File: src/rtl/sram_arbiter.sv
// Two-requester arbiter in front of a single-port SRAM, with a full-array scrub (zero-fill).
// Latency: reads return 1 cycle after acceptance (a_rvalid/b_rvalid pulse); writes complete silently.
// Backpressure: a_ready/b_ready combinational from the grant, both low while scrubbing; responses cannot be stalled.
//
// Ports:
//   clk0, rst_n                : clock, asynchronous active-low reset
//   a_valid/a_ready/a_addr     : requester A read request (fetch)
//   a_rvalid/a_rdata           : requester A read response
//   b_valid/b_ready/b_we/...   : requester B read/write request (data)
//   b_rvalid/b_rdata           : requester B read response
//   clr/clr_busy               : scrub request / scrub in progress
//   sram_*0                    : single-port SRAM macro interface (csb/web active low)
//
// Build option: define SRAM_ARB_RR_EN for round-robin arbitration on contention;
// otherwise B has fixed priority over A.
module sram_arbiter #(
  parameter int DATA_WIDTH = 32,
  parameter int ADDR_WIDTH = 7
) (
  input  logic                  clk0,
  input  logic                  rst_n,
  // requester A (read only)
  input  logic                  a_valid,
  output logic                  a_ready,
  input  logic [ADDR_WIDTH-1:0] a_addr,
  output logic                  a_rvalid,
  output logic [DATA_WIDTH-1:0] a_rdata,
  // requester B (read/write)
  input  logic                  b_valid,
  output logic                  b_ready,
  input  logic                  b_we,
  input  logic [ADDR_WIDTH-1:0] b_addr,
  input  logic [DATA_WIDTH-1:0] b_wdata,
  output logic                  b_rvalid,
  output logic [DATA_WIDTH-1:0] b_rdata,
  // scrub control
  input  logic                  clr,
  output logic                  clr_busy,
  // SRAM side
  output logic                  sram_csb0,
  output logic                  sram_web0,
  output logic [ADDR_WIDTH-1:0] sram_addr0,
  output logic [DATA_WIDTH-1:0] sram_din0,
  input  logic [DATA_WIDTH-1:0] sram_dout0
);

  typedef enum logic {
    RUN   = 1'b0,
    SCRUB = 1'b1
  } state_t;

  localparam logic [ADDR_WIDTH-1:0] LAST_ADDR = {ADDR_WIDTH{1'b1}};

  state_t                state;
  logic [ADDR_WIDTH-1:0] scrub_cnt;
  logic                  run_ok;
  logic                  gnt_a;
  logic                  gnt_b;

  // rst_n gates the grant so ready stays low for the whole reset window,
  // not just after the first edge.
  assign run_ok = rst_n && (state == RUN);

`ifdef SRAM_ARB_RR_EN
  // 0: A wins the next contended cycle, 1: B wins it.
  logic rr_fav_b;

  assign gnt_b = run_ok && b_valid && (!a_valid || rr_fav_b);
  assign gnt_a = run_ok && a_valid && (!b_valid || !rr_fav_b);

  // Only contended grants move the pointer; a lone requester leaves it alone.
  always_ff @(posedge clk0 or negedge rst_n) begin
    if (!rst_n) begin
      rr_fav_b <= 1'b0;
    end else if (run_ok && a_valid && b_valid) begin
      rr_fav_b <= ~rr_fav_b;
    end
  end
`else
  assign gnt_b = run_ok && b_valid;
  assign gnt_a = run_ok && a_valid && !b_valid;
`endif

  assign a_ready = gnt_a;
  assign b_ready = gnt_b;

  // SRAM command mux: scrub owns the port, otherwise the winner drives it.
  always_comb begin
    sram_csb0  = 1'b1;
    sram_web0  = 1'b1;
    sram_addr0 = '0;
    sram_din0  = '0;
    if (rst_n && (state == SCRUB)) begin
      sram_csb0  = 1'b0;
      sram_web0  = 1'b0;
      sram_addr0 = scrub_cnt;
    end else if (gnt_b) begin
      sram_csb0  = 1'b0;
      sram_web0  = ~b_we;
      sram_addr0 = b_addr;
      sram_din0  = b_wdata;
    end else if (gnt_a) begin
      sram_csb0  = 1'b0;
      sram_addr0 = a_addr;
    end
  end

  // Control FSM plus response pipeline. A read granted in the same cycle
  // that clr is sampled still gets its rvalid in the first SCRUB cycle.
  always_ff @(posedge clk0 or negedge rst_n) begin
    if (!rst_n) begin
      state     <= RUN;
      scrub_cnt <= '0;
      clr_busy  <= 1'b0;
      a_rvalid  <= 1'b0;
      b_rvalid  <= 1'b0;
    end else begin
      a_rvalid <= gnt_a;
      b_rvalid <= gnt_b && !b_we;
      case (state)
        RUN: begin
          if (clr) begin
            state     <= SCRUB;
            scrub_cnt <= '0;
            clr_busy  <= 1'b1;
          end
        end
        SCRUB: begin
          // clr is deliberately not looked at here: no restart mid-scrub.
          if (scrub_cnt == LAST_ADDR) begin
            state     <= RUN;
            scrub_cnt <= '0;
            clr_busy  <= 1'b0;
          end else begin
            scrub_cnt <= scrub_cnt + 1'b1;
          end
        end
        default: begin
          state    <= RUN;
          clr_busy <= 1'b0;
        end
      endcase
    end
  end

  // Data is only presented alongside its valid pulse.
  assign a_rdata = a_rvalid ? sram_dout0 : '0;
  assign b_rdata = b_rvalid ? sram_dout0 : '0;

endmodule

File: config.mk
export PLATFORM = sky130hd
export DESIGN_NAME = sram_arbiter
export DESIGN_NICKNAME = d
export VERILOG_FILES = /design/src/rtl/sram_arbiter.sv
export SDC_FILE = /design/constraint.sdc
export NUM_CORES = 1
export LEC_CHECK = 0
export CAP_MARGIN = 20
export CORE_MARGIN = 2
export CORE_UTILIZATION = 26
export CTS_BUF_LIST = sky130_fd_sc_hd__clkbuf_8
export CTS_CLUSTER_DIAMETER = 100
export DETAILED_ROUTE_END_ITERATION = 8
export GPL_TIMING_DRIVEN = 0
export PLACE_DENSITY_LB_ADDON = 0.3
export SLEW_MARGIN = 10
export SYNTH_ARGS = -nofsm -noshare
export SYNTH_HDL_FRONTEND = slang
export SYNTH_SLANG_ARGS = --single-unit
File: constraint.sdc
create_clock -name clk0 -period 2.9 [get_ports clk0]
set_input_delay 0.29 -clock clk0 [delete_from_list [all_inputs] [get_ports clk0]]
set_output_delay 0.29 -clock clk0 [all_outputs]
set_load 0.005 [all_outputs]
# Word-level counts from Yosys, hierarchy flattened
# Cells that the tools add are included.
op_classes:
  add_sub_neg: 1
  eq_ne: 3
  muxes: 21
  bitwise: 2
  reduce_logical: 9
ops:
  columns: ["op", "count"]
  rows:
  - ["32-bit 2-to-1 mux", 4]
  - ["7-bit 2-to-1 mux", 5]
  - ["7-bit one-hot mux with 2 select lines", 1]
  - ["1-bit 2-to-1 mux", 9]
  - ["7-bit by 1-bit adder with 7-bit output (second input constant)", 1]
  - ["7-bit equality test (second input constant)", 1]
  - ["1-bit logical AND", 6]
  - ["1-bit one-hot mux with 2 select lines", 2]
  - ["1-bit zero test", 2]
  - ["2-bit by 1-bit != test with 1-bit output (second input constant)", 1]
  - ["2-bit != test (second input constant)", 1]
  - ["1-bit NOT", 2]
  - ["2-bit AND reduction", 1]
word_totals:
  regBits: 11
  inputBits: 84
  out_inout_bits: 110
  wordCells: 41

# Logic depth before layout (Yosys ltp)
# Gate-level depths: netlist of run 1.
logic_depth:
  word_depth: 7
  ltp_mapped: 5
  mapped_depth_nobuf: 4

# Worst setup path after synthesis of run 1
# OpenSTA, ideal clock, no wires.
synth_path:
  path_kind: "register to output"
  startpoint: "register state"
  endpoint: "output sram_addr0[1]"
  arrival_ns: 1.117
  required_ns: 2.610
  path_slack_ns: 1.493
  path_stages_with_launch: 6
  path_buffers: 2
  cell_sequence: "dfrtp_1 -> and3b_1 -> clkbuf_1 -> buf_2 -> a222oi_1 -> inv_1"
synth_between:
  elab_chain_cells: 7
  word_cells_on_any_way: 9
  cone_classes: "3 x mux; 1 x bitwise; 5 x reduce/logical"
synth_lines:
  columns: ["element", "line_no", "rtl"]
  rows:
  - ["start: declaration", "54", "state_t state;"]
  - ["start signal: assignment", "112", "state <= RUN;"]
  - ["start signal: assignment", "123", "state <= SCRUB;"]
  - ["start signal: assignment", "131", "state <= RUN;"]
  - ["1-bit NOT", null, null]
  - ["1-bit logical AND", "62", "assign run_ok = rst_n && (state == RUN);"]
  - ["1-bit logical AND (2 in series)", "81", "assign gnt_a = run_ok && a_valid && !b_valid;"]
  - ["7-bit 2-to-1 mux", "102", "end else if (gnt_a) begin"]
  - ["7-bit 2-to-1 mux", "97", "end else if (gnt_b) begin"]
  - ["7-bit 2-to-1 mux (*)", "93", "if (rst_n && (state == SCRUB)) begin"]
  - ["end: declaration", "42", "output logic [ADDR_WIDTH-1:0] sram_addr0,"]
# Mark *: on every way between the ends. The rest lies on a longest branch, timed or not.

# Final worst setup path of run 1
layout_path:
  startpoint: "input b_valid"
  endpoint: "output sram_din0[20]"
layout_between:
  elab_chain_cells: 3
layout_lines:
  columns: ["element", "line_no", "rtl"]
  rows:
  - ["start: declaration", "29", "input logic b_valid,"]
  - ["1-bit logical AND", "80", "assign gnt_b = run_ok && b_valid;"]
  - ["32-bit 2-to-1 mux", "97", null]
  - ["32-bit 2-to-1 mux", "93", null]
  - ["end: declaration", "43", "output logic [DATA_WIDTH-1:0] sram_din0,"]
# Every way passes these cells.

==> impl_metrics.yaml, run 1 <==
critical_path:
  endpoint: "sram_din0[20]"
  end_kind: "output pin"
  path_buf_inv: 4
  reg2reg_from: "scrub_cnt[0]"
  critPathRequiredTime_ns: 2.61
  critPathMaxStageDelay_ns: 0.52
  r2r-end: "scrub_cnt[6]"
  slowest_stage: "clkdlybuf4s50_1"
  worstPathMaxFanout: 10
  crit_path_start: "b_valid"
  rrSetupSlack_ns: 1.42
  rr_worst_depth: 4
  crit_cells: 6
  path_cells: "clkdlybuf4s50_1 -> and3b_1 -> clkbuf_1 -> clkbuf_1 -> and2_1 -> clkdlybuf4s50_1"
  crit_family: "buffers and inverters"
  cp_data_arrival_time_ns: 2.22
  path_class: "in2out"
  start_kind: "primary input"
yosys:
  ys_types: 30
  postSynthCellCount: 182
  synth_ff_type: "dfrtp_1"
  synth.top_cell.area_share_pct: 45.5
  yosys_warnings: 0
  synth-seq-cells: 11
  post_synth.cell_area_avg_um2: 7.33
  synthArstFlopShare_pct: 100
  ys_seq_area_share_pct: 20.6
  synthesis.area_mm2: 0.00133
  synth-edff-count: 0
  synth_area_leaders: "and2_1, dfrtp_1, a222oi_1"
  syn-num-nets: 267
  yosysTopAreaCell: "and2_1"
power:
  p_leak_nw: 1.38
  powerDensity_mw_per_mm2: 151
  ir_worst_vdd_uv: 196
clock_network:
  clk_pin_slew_ns: 0.05
  cts_setup_buffers: 0
  cts_buffer_depth: 2
  cts_tree: "built"
  cts.sinks: 11
  cts_htree_levels: 1
  cts_buffers: 3
  cts-root-buf: "clkbuf_8"
  insertion_delay_ns: 0.24
layout:
  nets: 466
  fin_area_mm2: 0.00340
  antenna_cells: 0
  n_fill_cell: 451
  fin_util_pct: 67.5
  area_growth_pct: 155
  drive_above_1_share_pct: 2.89
floorplanning:
  initial_core_util_pct: 26.5
  ios: 194
  core_mm2: 0.00504
  die_w_um: 75.6
  die_h_um: 75.6
  dieArea_mm2: 0.00572
  rows: 26
global_route:
  antenna_found_initial: 0
  overflow: 0
  grt_pass1_vias: 1741
  grt_max_degree: 16
  grt_pass1_wl_mm: 8.78
  track_usage_pct: 19.6
timing:
  slew_headroom_pct: 65.7
  finalCritPeriodShare_pct: 86.6
  hold_viol_final: 0
  finalSetupViolations: 0
  maxSlewViolCount: 0
  worstMarginPinSlew_ns: 0.513
  rsz0062_at_grt: "no"
  skew_ns: 0.000549
  min_period_ns: 2.51
  fmaxAchievable_mhz: 398
drt:
  ant_nets: 0
  finalWirelength_mm: 6.28
  via_per_inst: 4.40
  drt_iter0_drc: 76
  drtPass1Iterations: 4
  drcViolationCount: 0
  routedWlPerCell_um: 14.0
  vias: 1981
placed_design:
  gp_congestion: 0.813
  dpl.hpwl_mm: 5.45
  port_buffers: 193
  placed_area_mm2: 0.00335
min_path:
  hold_start: "rst_n"
  worst_hold_path_type: "in2reg"
status:
  outcome: "complete, no violations"
job:
  max-cap-violations: 0
## metrics by stage
stage | setup TNS (ns) | hold slack [ns] | cells | power, mW | setup WS [ns]
2_1_floorplan | 0 | -0.00559 | 182 | 0.192 | 1.49
3_3_place_gp | -1.33 | 0.529 | 445 | 0.363 | -0.0793
3_5_place_dp | -3.05 | 0.569 | 445 | 0.367 | -0.129
4_1_cts | 0 | 0.189 | 449 | 0.514 | 0.143
5_1_grt | 0 | 0.580 | 450 | 0.543 | 0.256
6_report | 0 | 0.565 | 450 | 0.515 | 0.387
## worst min-delay path by stage
stage,end,slack (ns),cells past startpoint
3_5_place_dp,clr_busy,0.57,2
4_1_cts,scrub_cnt[4],0.19,1
2_1_floorplan,a_rvalid,-0.006,0
6_report,a_rvalid,0.56,3
5_1_grt,a_rvalid,0.58,3
3_3_place_gp,clr_busy,0.53,2
## layout by cell type (no fill, tap or decap), drive strengths merged, types with 2 or more instances in the layout
cell type	netlist	layout
nor3b	2	2
nand2	7	7
inv	8	9
nand2b	4	4
a222oi	7	7
clkdlybuf4s50	0	192
buf	5	5
clkbuf	10	14
nor2b	2	2
nand3	3	3
o21ai	6	6
xnor2	2	2
nor2	2	2
dfrtp	11	11
and2	97	97
a21oi	2	2
## report_power, final
group	switching (mW)	internal, mW
clock	0.0581	0.0930
sequential	0	0.154
combinational	0.0532	0.156
## what timing repair did
action | CTS | global route
endpoints found under the setup margin | 37 | 23
hold buffers | 0 | 1
hold endpoints to repair | 0 | 11
gates resized for setup | 1 | 2
## metal layers
| metal | wire (µm) | track usage (%) |
|---|---|---|
| met1 | 2210 | 22.5 |
| met2 | 3420 | 36.5 |
| met3 | 607 | 5.95 |
| met4 | 46 | 2.53 |
| met5 | 0 | 0 |
## synthesized netlist by cell type, types with 2 or more instances
library cell / count
a21oi_1: 2
a222oi_1: 7
and2_1: 97
buf_2: 5
clkbuf_1: 10
dfrtp_1: 11
inv_1: 8
nand2_1: 7
nand2b_1: 4
nand3_1: 2
nor2_1: 2
nor2b_1: 2
nor3b_1: 2
o21ai_0: 6
xnor2_1: 2
## sequential cells by signal (all words and copies together) (netlist names)
name       cells
b_rvalid       1
clr_busy       1
state          1
a_rvalid       1
scrub_cnt      7
## cells by family after synthesis
group	after synthesis	synth area share [%]
compound gates	21	11.9
xor+xnor	3	1.97
fa+ha+maj	1	0.938
buf+inv	23	6.94
flops	11	20.6
simple gates	123	57.6
## layout make-up
type / count / area (µm²) / area share (%)
buffer: 15 / 62.6 / 1.84
clock buffer: 3 / 41.3 / 1.21
clock inverter: 1 / 3.75 / 0.110
inverter: 8 / 30.0 / 0.882
multi-input combinational: 148 / 966 / 28.4
sequential: 11 / 275 / 8.09
tap: 70 / 87.6 / 2.57
timing repair buffer: 194 / 1940 / 56.9
## tightest hold or removal path, stage by stage
cell and delay, ns:
clkbuf_2 0.13, nor4bb_1 0.15, buf_2 0.17
Power figures use the tool's default switching activity.
==> run 2: changes to the inputs <==
- ABC_AREA: unset -> 1
- CORE_AREA: unset -> 2 2 76 78
- CORE_MARGIN: 2 -> unset
- CORE_UTILIZATION: 26 -> unset
- DIE_AREA: unset -> 0 0 78 80
- DONT_BUFFER_PORTS: unset -> 1
- SLEW_MARGIN: 10 -> 20
==> run 2 against run 1 <==
Net effect: critical path depth shrank 1; global-route usage decreased by 6.6 points; power rose by 20%; register-to-register slack improved by 0.15 ns; setup slack better by 0.72 ns; non-clock buffer count is 198 lower; die area up 9.1%; clock power about the same; largest power group is now sequential cells; highest routed layer unchanged.
==> impl_metrics.yaml, run 2 <==
yosys:
  synth_ff_type: "dfrtp_1"
  yosysMostFrequentCell: "nand2_1"
  syn-num-nets: 386
  synthesis.area_mm2: 0.00147
  yosysTopAreaCell: "nand2_1"
  post_synth.cell_area_avg_um2: 4.89
  synth_commonest_cells: "nand2_1, inv_1, nor2_1, dfrtp_1, nand3_1"
  synth.top_cell.area_share_pct: 28.1
  postSynthCellCount: 301
  synth-edff-count: 0
  synthArstFlopShare_pct: 100
  yosys_warnings: 0
  synth_area_leaders: "nand2_1, inv_1, dfrtp_1"
  ys_seq_area_share_pct: 18.7
  synth-seq-cells: 11
  ys_types: 20
layout:
  nets: 392
  layout_commonest_cell: "nand2_1"
  fin_util_pct: 29.9
  area_growth_pct: 9.86
  largest_reg_flops: 7
  top_register: "scrub_cnt"
  antenna_cells: 0
  drive_above_1_share_pct: 4.25
  final_cell_mix: "nand2_1, inv_1, nor2_1, dfrtp_1, nand3_1"
placed_design:
  port_buffers: 0
  dpl.hpwl_mm: 3.96
  gp_congestion: 0.816
critical_path:
  path_class: "reg2out"
  crit_path_start: "state"
  cp_data_arrival_time_ns: 1.50
  slowest_stage: "dfrtp_1"
  rrSetupSlack_ns: 1.57
  worstPathMaxFanout: 9
  start_kind: "flop"
  end_kind: "output pin"
  path_cells: "inv_2 -> nand2_2 -> nor3_4 -> nand2_1 -> nand3_1"
  critPathMaxStageDelay_ns: 0.44
  critPathRequiredTime_ns: 2.61
  reg2reg_from: "scrub_cnt[0]"
timing:
  maxSlewViolCount: 0
  fin_tns_setup_ns: 0
  finalSetupViolations: 0
  slew_headroom_pct: 65.3
  worstMarginPinSlew_ns: 0.519
  finalCritPeriodShare_pct: 61.8
  min_period_ns: 1.79
  skew_ns: 0.000987
  fmaxAchievable_mhz: 558
  rsz0062_at_grt: "no"
  hold_viol_final: 0
global_route:
  antenna_found_initial: 0
  track_usage_pct: 13.0
  grt_pass1_wl_mm: 6.47
  grt_max_degree: 12
  grt_pass1_vias: 1303
  overflow: 0
min_path:
  hold_start: "b_we"
  worst_hold_path_type: "in2reg"
drt:
  drcViolationCount: 0
  finalWirelength_mm: 4.68
  drt_iter0_drc: 75
  ant_nets: 0
  via_per_inst: 4.26
  vias: 1610
  routedWlPerCell_um: 12.4
  drtPass1Iterations: 4
clock_network:
  insertion_delay_ns: 0.24
  cts.sinks: 11
  cts_buffer_depth: 2
  cts_htree_levels: 1
  cts_buffers: 3
  clk_pin_slew_ns: 0.05
  cts_tree: "built"
  hold_buffers: 1
  ctsResizeCount: 0
  cts_setup_buffers: 0
  cts-root-buf: "clkbuf_8"
floorplanning:
  initial_core_util_pct: 27.2
  rows: 27
  core_mm2: 0.00541
  dieArea_mm2: 0.00624
  die_w_um: 78
  ios: 194
  die_h_um: 80
power:
  ir_worst_vdd_uv: 361
  p_leak_nw: 1.33
  powerDensity_mw_per_mm2: 383
job:
  max-cap-violations: 0
status:
  outcome: "complete, no violations"
[run 2: changes by cell type in the layout (fill, tap and decap cells not counted), moves of 4 or more]
cell,previous run,this run
clkbuf_1,10,6
nand2b_1,4,0
nand3_1,2,9
nand2_1,7,110
clkdlybuf4s50_1,192,0
and2_1,97,0
buf_2,5,1
inv_1,9,107
nor2_1,2,37
a222oi_1,7,0
[run 2: where the power goes]
group / internal [mW] / leakage, nW / switching, mW / total [mW]
sequential: 0.196 / 0.136 / 0.0517 / 0.248
clock: 0.0931 / 0.0269 / 0.0595 / 0.153
combinational: 0.0916 / 1.17 / 0.128 / 0.219
[run 2: layer usage]
layer | track usage, % | vias to the layer above | routed length, µm
li1 | - | 823 | -
met1 | 16.4 | 707 | 1960
met2 | 23.1 | 78 | 2420
met3 | 2.94 | 2 | 292
met4 | 1.75 | 0 | 8
met5 | 0 | - | 0
[run 2: path summary, 6_finish.rpt]
kind | cells after the start | endpoint
worst min register to register | 2 | clr_busy
min in group asynchronous | 1 | scrub_cnt[1]
worst min-delay path | 1 | b_rvalid
worst max-delay path | 5 | sram_addr0[2]
worst max register to register | 8 | scrub_cnt[5]
max in group asynchronous | 1 | scrub_cnt[3]
[run 2: through the flow]
| step | power (mW) | setup WS, ns | cells | hold WS, ns | area [µm²] |
|---|---|---|---|---|---|
| detailed placement | 0.467 | 1.34 | 373 | -0.00530 | 1560 |
| global placement | 0.466 | 1.34 | 373 | -0.00522 | 1560 |
| CTS | 0.625 | 1.08 | 378 | 0.111 | 1620 |
| floorplan | 0.418 | 1.64 | 301 | -0.00559 | 1470 |
| finish | 0.620 | 1.11 | 378 | 0.113 | 1620 |
| global route | 0.680 | 1.00 | 378 | 0.104 | 1620 |
[run 2: worst max-delay path: cells and delay by family (launching register included)]
kind          cells  cell delay (ns)
flops             1             0.44
buf+inv           1             0.13
simple gates      4             0.70
[run 2: final cells by class]
cell class	instances	area (µm²)
repair buffers	1	10.0
inverters	108	408
clock buffers	3	41.3
well taps	72	90.1
multi-input cells	172	727
clock inverters	1	3.75
plain buffers	10	61.3
fillers	604	3790
flip-flops and latches	11	275
[run 2: cell families after synthesis]
logic type,Yosys count,share of synthesized area (%)
adder cells (fa/ha/maj),1,0.850
buffers and inverters,118,31.9
XOR/XNOR,3,1.79
flip-flops,11,18.7
AO/OA/AOI/OAI,8,3.32
AND/OR/NAND/NOR,160,43.5
